**src/rtl/rsa_arith_pkg.sv**
```systemverilog
// Shared datapath constants for the RSA arithmetic blocks (multiplier and
// restoring divider). Both blocks take their default operand width and
// fixed-point format from here so that instances agree on number format.
package rsa_arith_pkg;

    // Default operand/result width in bits.
    localparam int unsigned RSA_WIDTH = 4;

    // Default number of fractional bits; 0 selects plain integer arithmetic.
    localparam int unsigned RSA_FBITS = 0;

endpackage : rsa_arith_pkg

```
**src/rtl/mul.sv**
```systemverilog
// Sequential unsigned shift-add multiplier with optional fixed-point scaling.
// One partial-product step per clock; the WIDTH-bit result is the truncated
// (x*y) >> FBITS, forced to 0 with ovf=1 when it does not fit.
//
// Ports:
//   clk    - clock, rising edge
//   rst_n  - asynchronous active-low reset
//   start  - single-cycle request, samples x and y (restarts if already busy)
//   x, y   - unsigned multiplicand / multiplier, WIDTH bits
//   p      - product, valid while done=1
//   busy   - high while iterating
//   done   - result valid, sticky until the next start
//   ovf    - scaled product overflowed WIDTH bits (p is 0)
module mul
    import rsa_arith_pkg::*;
#(
    parameter int unsigned WIDTH = RSA_WIDTH,
    parameter int unsigned FBITS = RSA_FBITS
) (
    input  logic             clk,
    input  logic             rst_n,
    input  logic             start,
    input  logic [WIDTH-1:0] x,
    input  logic [WIDTH-1:0] y,
    output logic [WIDTH-1:0] p,
    output logic             busy,
    output logic             done,
    output logic             ovf
);

    typedef enum logic {
        IDLE,
        CALC
    } state_e;

    localparam int unsigned DW = 2 * WIDTH;
    localparam int unsigned IW = (WIDTH > 1) ? $clog2(WIDTH) : 1;

    state_e           state_q, state_d;
    logic [DW-1:0]    x1_q,    x1_d;
    logic [WIDTH-1:0] y1_q,    y1_d;
    logic [DW-1:0]    acc_q,   acc_d;
    logic [IW-1:0]    i_q,     i_d;
    logic [WIDTH-1:0] p_q,     p_d;
    logic             done_q,  done_d;
    logic             ovf_q,   ovf_d;

    logic [DW-1:0]    acc_next;
    logic             hi_nz;

    always_comb begin
        state_d = state_q;
        x1_d    = x1_q;
        y1_d    = y1_q;
        acc_d   = acc_q;
        i_d     = i_q;
        p_d     = p_q;
        done_d  = done_q;
        ovf_d   = ovf_q;

        acc_next = acc_q + (y1_q[0] ? x1_q : '0);
        // Any set bit above the scaled result window means the product
        // cannot be represented after dropping the FBITS fraction bits.
        hi_nz    = |acc_next[DW-1:WIDTH+FBITS];

        if (start) begin
            // Start wins over everything, including the final iteration,
            // so an aborted operation never presents its result.
            x1_d    = {{WIDTH{1'b0}}, x};
            y1_d    = y;
            acc_d   = '0;
            i_d     = '0;
            p_d     = '0;
            done_d  = 1'b0;
            ovf_d   = 1'b0;
            state_d = CALC;
        end else if (state_q == CALC) begin
            x1_d  = x1_q << 1;
            y1_d  = y1_q >> 1;
            acc_d = acc_next;
            i_d   = i_q + IW'(1);
            if (i_q == IW'(WIDTH - 1)) begin
                state_d = IDLE;
                done_d  = 1'b1;
                if (hi_nz) begin
                    ovf_d = 1'b1;
                    p_d   = '0;
                end else begin
                    p_d   = acc_next[WIDTH+FBITS-1:FBITS];
                end
            end
        end
    end

    always_ff @(posedge clk or negedge rst_n) begin
        if (!rst_n) begin
            state_q <= IDLE;
            x1_q    <= '0;
            y1_q    <= '0;
            acc_q   <= '0;
            i_q     <= '0;
            p_q     <= '0;
            done_q  <= 1'b0;
            ovf_q   <= 1'b0;
        end else begin
            state_q <= state_d;
            x1_q    <= x1_d;
            y1_q    <= y1_d;
            acc_q   <= acc_d;
            i_q     <= i_d;
            p_q     <= p_d;
            done_q  <= done_d;
            ovf_q   <= ovf_d;
        end
    end

    assign p    = p_q;
    assign done = done_q;
    assign ovf  = ovf_q;
    assign busy = (state_q == CALC);

endmodule : mul
```
**config.mk**
```make
export PLATFORM = sky130hd
export DESIGN_NAME = mul
export DESIGN_NICKNAME = d
export VERILOG_FILES = /design/src/rtl/rsa_arith_pkg.sv /design/src/rtl/mul.sv
export SDC_FILE = /design/constraint.sdc
export NUM_CORES = 1
export LEC_CHECK = 0
export CAP_MARGIN = 20
export CORE_UTILIZATION = 52
export CTS_BUF_LIST = sky130_fd_sc_hd__clkbuf_4
export DETAILED_ROUTE_END_ITERATION = 8
export PLACE_DENSITY = 0.86
export SLEW_MARGIN = 15
export SYNTH_ARGS = -nofsm -noshare
export SYNTH_HDL_FRONTEND = slang
export SYNTH_SLANG_ARGS = --single-unit
```
**constraint.sdc**
```tcl
create_clock -name clk -period 2.4 [get_ports clk]
set_input_delay 0.48 -clock clk [delete_from_list [all_inputs] [get_ports clk]]
set_output_delay 0.48 -clock clk [all_outputs]
set_load 0.03 [all_outputs]
```
==> run metrics <==
CP max-delay cell=or4_4; Post-Syn Area=1690 um2; final-stage net count=234; Sequential Power Share=37.6%; layout cells sized above 1=28.8%; RSZ-0062 raised after global routing=true; Worst Skew=12.1 ps; Register-to-Register Path Depth=7; antenna violation net count after detailed routing=0; CTS buffer count=5; post-synthesis cell type count=41; Post-Synth Adder-Cell Area=7.11%; Clock Latency Late Sink=340 ps; largest net degree at the start of global routing=30; VDD IR-drop max=419 uV; Avg Vias per Cell=5.55; Overall Power=0.00155 W; Setup CP Type=flop to flop; Post-synth EDFFs=0; CP max stage delay=590 ps; cts hold-fix bufs=0; first-pass GRT wire length=6410 um; Ys Warns=0; failing checks=negative setup slack; DIE WIDTH=59.0 um; top_reg_cell synth=dfrtp_1; vias in the first global route=1,445; run status=complete, but fails checks; Starting Density=54.9%; CTS Root Cell=clkbuf_4; Data arrival, critical path=2770 ps; fin crit period=2540 ps; gp weighted congestion=0.955; simple-gate share of the synthesized area=18.8%; Final Slew Violations=0; Tot GR Track Use=25.5%; Seq cells post-synth=29; register area share after synthesis=42.9%; kind of cell adding the most delay to the critical path=simple AND/OR/NAND/NOR gates; WHS Path Cells=2; PD cells=671 nW/um2; Yosys top cell by area=dfrtp_1; multiplexer area fraction after synthesis=9.55%; Internal=0.00105 W; HP Class=flop to flop; LEAKAGE=1.10 nW; top fanout value on the critical path=8; Comb power frac=36.1%; TritonCTS Sinks=29; Initial DRT Pass Iterations=4; Via Count=1,438; # rows=20; Slew @ Worst Pin=477 ps; Sw Share=32.1%; Synth Area in Compound Gates=15.8%; CP startpoint kind=flop; final wirelength=4080 um; clock-pin slew on the worst setup and hold paths=100 ps; area grow syn2layout=36.3%; worst path cell trace=and2_4, ha_4, a21oi_4, o221ai_2, or3b_4, or4_4, o31a_1; antenna violations before repair=0; Core Region=3080 um2; CTS tree=done; count of final setup violators=5; drt initial violations=47; Worst Setup Slack, final=-139 ps; Crit path depth=7; antenna diode count=0; worst rel slew slack=68.0%; buffers added on ports=17; Clock Path Buffers=2; dpl hpwl=2810 um; Mean Syn Cell Area=9.77 um2; Synth top area share=42.9%; worst path bufs/invs=0; Worst Path Required=2630 ps; f_max=394 MHz; die area=3480 um2; Synthesized Nets=193; Max-Cap Viols=0; final core occ=74.8%; Switching Power=0.000496 W; Tcrit/Tclk final=106%; final hold violation count=0; largest family of logic cells by synthesized area=simple AND/OR/NAND/NOR gates; Clock power frac=26.2%; DRC Markers=0; Boundary Pins=18; largest cells by area after synthesis=dfrtp_1 (43%), mux2i_1 (8.9%), ha_1 (5.9%), nand2_1 (4.0%), nor2_1 (3.8%); Mapped Cells=173; Post-Synth XOR/XNOR Area=2.59%; ys async rst share=100%; Worst setup EP type=flop; grt ovf=0; filler instances=222; Clock H-tree levels=2; DR WL/cell=15.8 um; Die Ht=59.0 um
==> metal layers <==
layer,vias up,track usage (%),part of all wire (%)
li1,691,-,-
met1,688,29.0,41
met2,44,44.0,50
met3,15,8.08,4.9
met4,0,10.5,3.6
met5,-,0,0
==> per-stage QoR <==
stage	hold WS (ps)	setup WS [ps]	instances	instance area, um2	TNS [ps]
global placement	467	-87.4	249	2080	-263
detailed placement	476	-183	249	2080	-824
floorplan	184	-34.7	173	1720	-34.7
global route	530	-195	259	2300	-808
CTS	508	-104	258	2260	-254
finish	505	-139	259	2300	-459
==> flip-flops by register name, indices dropped and copies added, names as in the netlist <==
| register | count |
|---|---|
| acc_q | 8 |
| x1_q | 8 |
| p | 4 |
| y1_q | 4 |
| i_q | 2 |
| busy | 1 |
| done | 1 |
| ovf | 1 |
==> final cells by class <==
| type | count | area, um2 | area share, % |
|---|---|---|---|
| clock inverters | 2 | 33.8 | 1.47 |
| repair buffers | 42 | 358 | 15.5 |
| multi-input cells | 130 | 1060 | 46.1 |
| inverters | 6 | 22.5 | 0.978 |
| flip-flops and latches | 29 | 727 | 31.6 |
| clock buffers | 6 | 45.0 | 1.96 |
| well taps | 44 | 55.1 | 2.39 |
==> repair_timing <==
| item | in CTS | in global routing |
|---|---|---|
| setup buffers | 1 | 1 |
| resized for setup | 18 | 5 |
| setup endpoints to repair | 6 | 6 |
| pin swaps | 3 | 0 |
==> power by group through the flow <==
stage | logic, W | clock network [W] | registers [W]
final | 0.000558 | 0.000406 | 0.000582
after global routing | 0.000603 | 0.000434 | 0.000586
after CTS | 0.000513 | 0.000409 | 0.000579
after global placement | 0.000440 | 0 | 0.000582
after detailed placement | 0.000460 | 0 | 0.000585
after floorplan | 0.000291 | 0 | 0.000589
==> worst reg2reg max path, stage by stage (launching register included) <==
cell and delay, ps:
dfrtp_2 460, and2_4 160, ha_4 230, a21oi_4 160, o221ai_2 140, or3b_4 410
or4_4 590, o31a_1 270
==> synth_stat cells, types with 2 or more instances <==
cell type   n
a211oi_1    2
a21oi_1     9
and2_1      7
clkbuf_1    6
dfrtp_1    29
ha_1        8
inv_1       6
mux2i_1    15
nand2_1    18
nand2b_1    4
nand3_1     2
nor2_1     17
nor3_1      6
o21ai_0    10
o31ai_2     2
o41ai_2     2
or3_1       2
or3b_1      2
xnor2_1     4
==> final timing paths <==
| path | start | endpoint | slack, ps |
|---|---|---|---|
| hold reg to reg | p[0] | p[0] | 500 |
| min in group asynchronous | rst_n | acc_q[6] | 520 |
| setup / recovery | y1_q[0] | ovf | -140 |
| max in group asynchronous | rst_n | y1_q[0] | 1570 |
| setup reg to reg | y1_q[0] | ovf | -140 |
| hold / removal | p[0] | p[0] | 500 |
==> cell usage in the layout (no fill, tap or decap), types with 2 or more instances in the layout <==
master	Yosys	final
ha_1	8	2
or4_4	1	2
and2_4	0	5
nand2b_1	4	4
nor3_1	6	6
xnor2_1	4	3
mux2i_1	15	15
or3_1	2	2
o21ai_0	10	10
buf_4	0	25
nand2_1	18	17
inv_1	6	6
ha_4	0	6
a21oi_1	9	6
and2_1	7	2
nor2_1	17	17
clkdlybuf4s50_1	0	17
clkbuf_4	0	6
dfrtp_1	29	28
a21oi_2	0	3
==> logic make-up (layout without fill, tap and decap cells) <==
family          count (synthesis)  count (layout)
flops                          29              29
xor+xnor                        5               5
simple gates                   64              64
compound gates                 36              36
buf+inv                        14              56
mux                            16              16
fa+ha+maj                       9               9
Power figures use the tool's default switching activity.
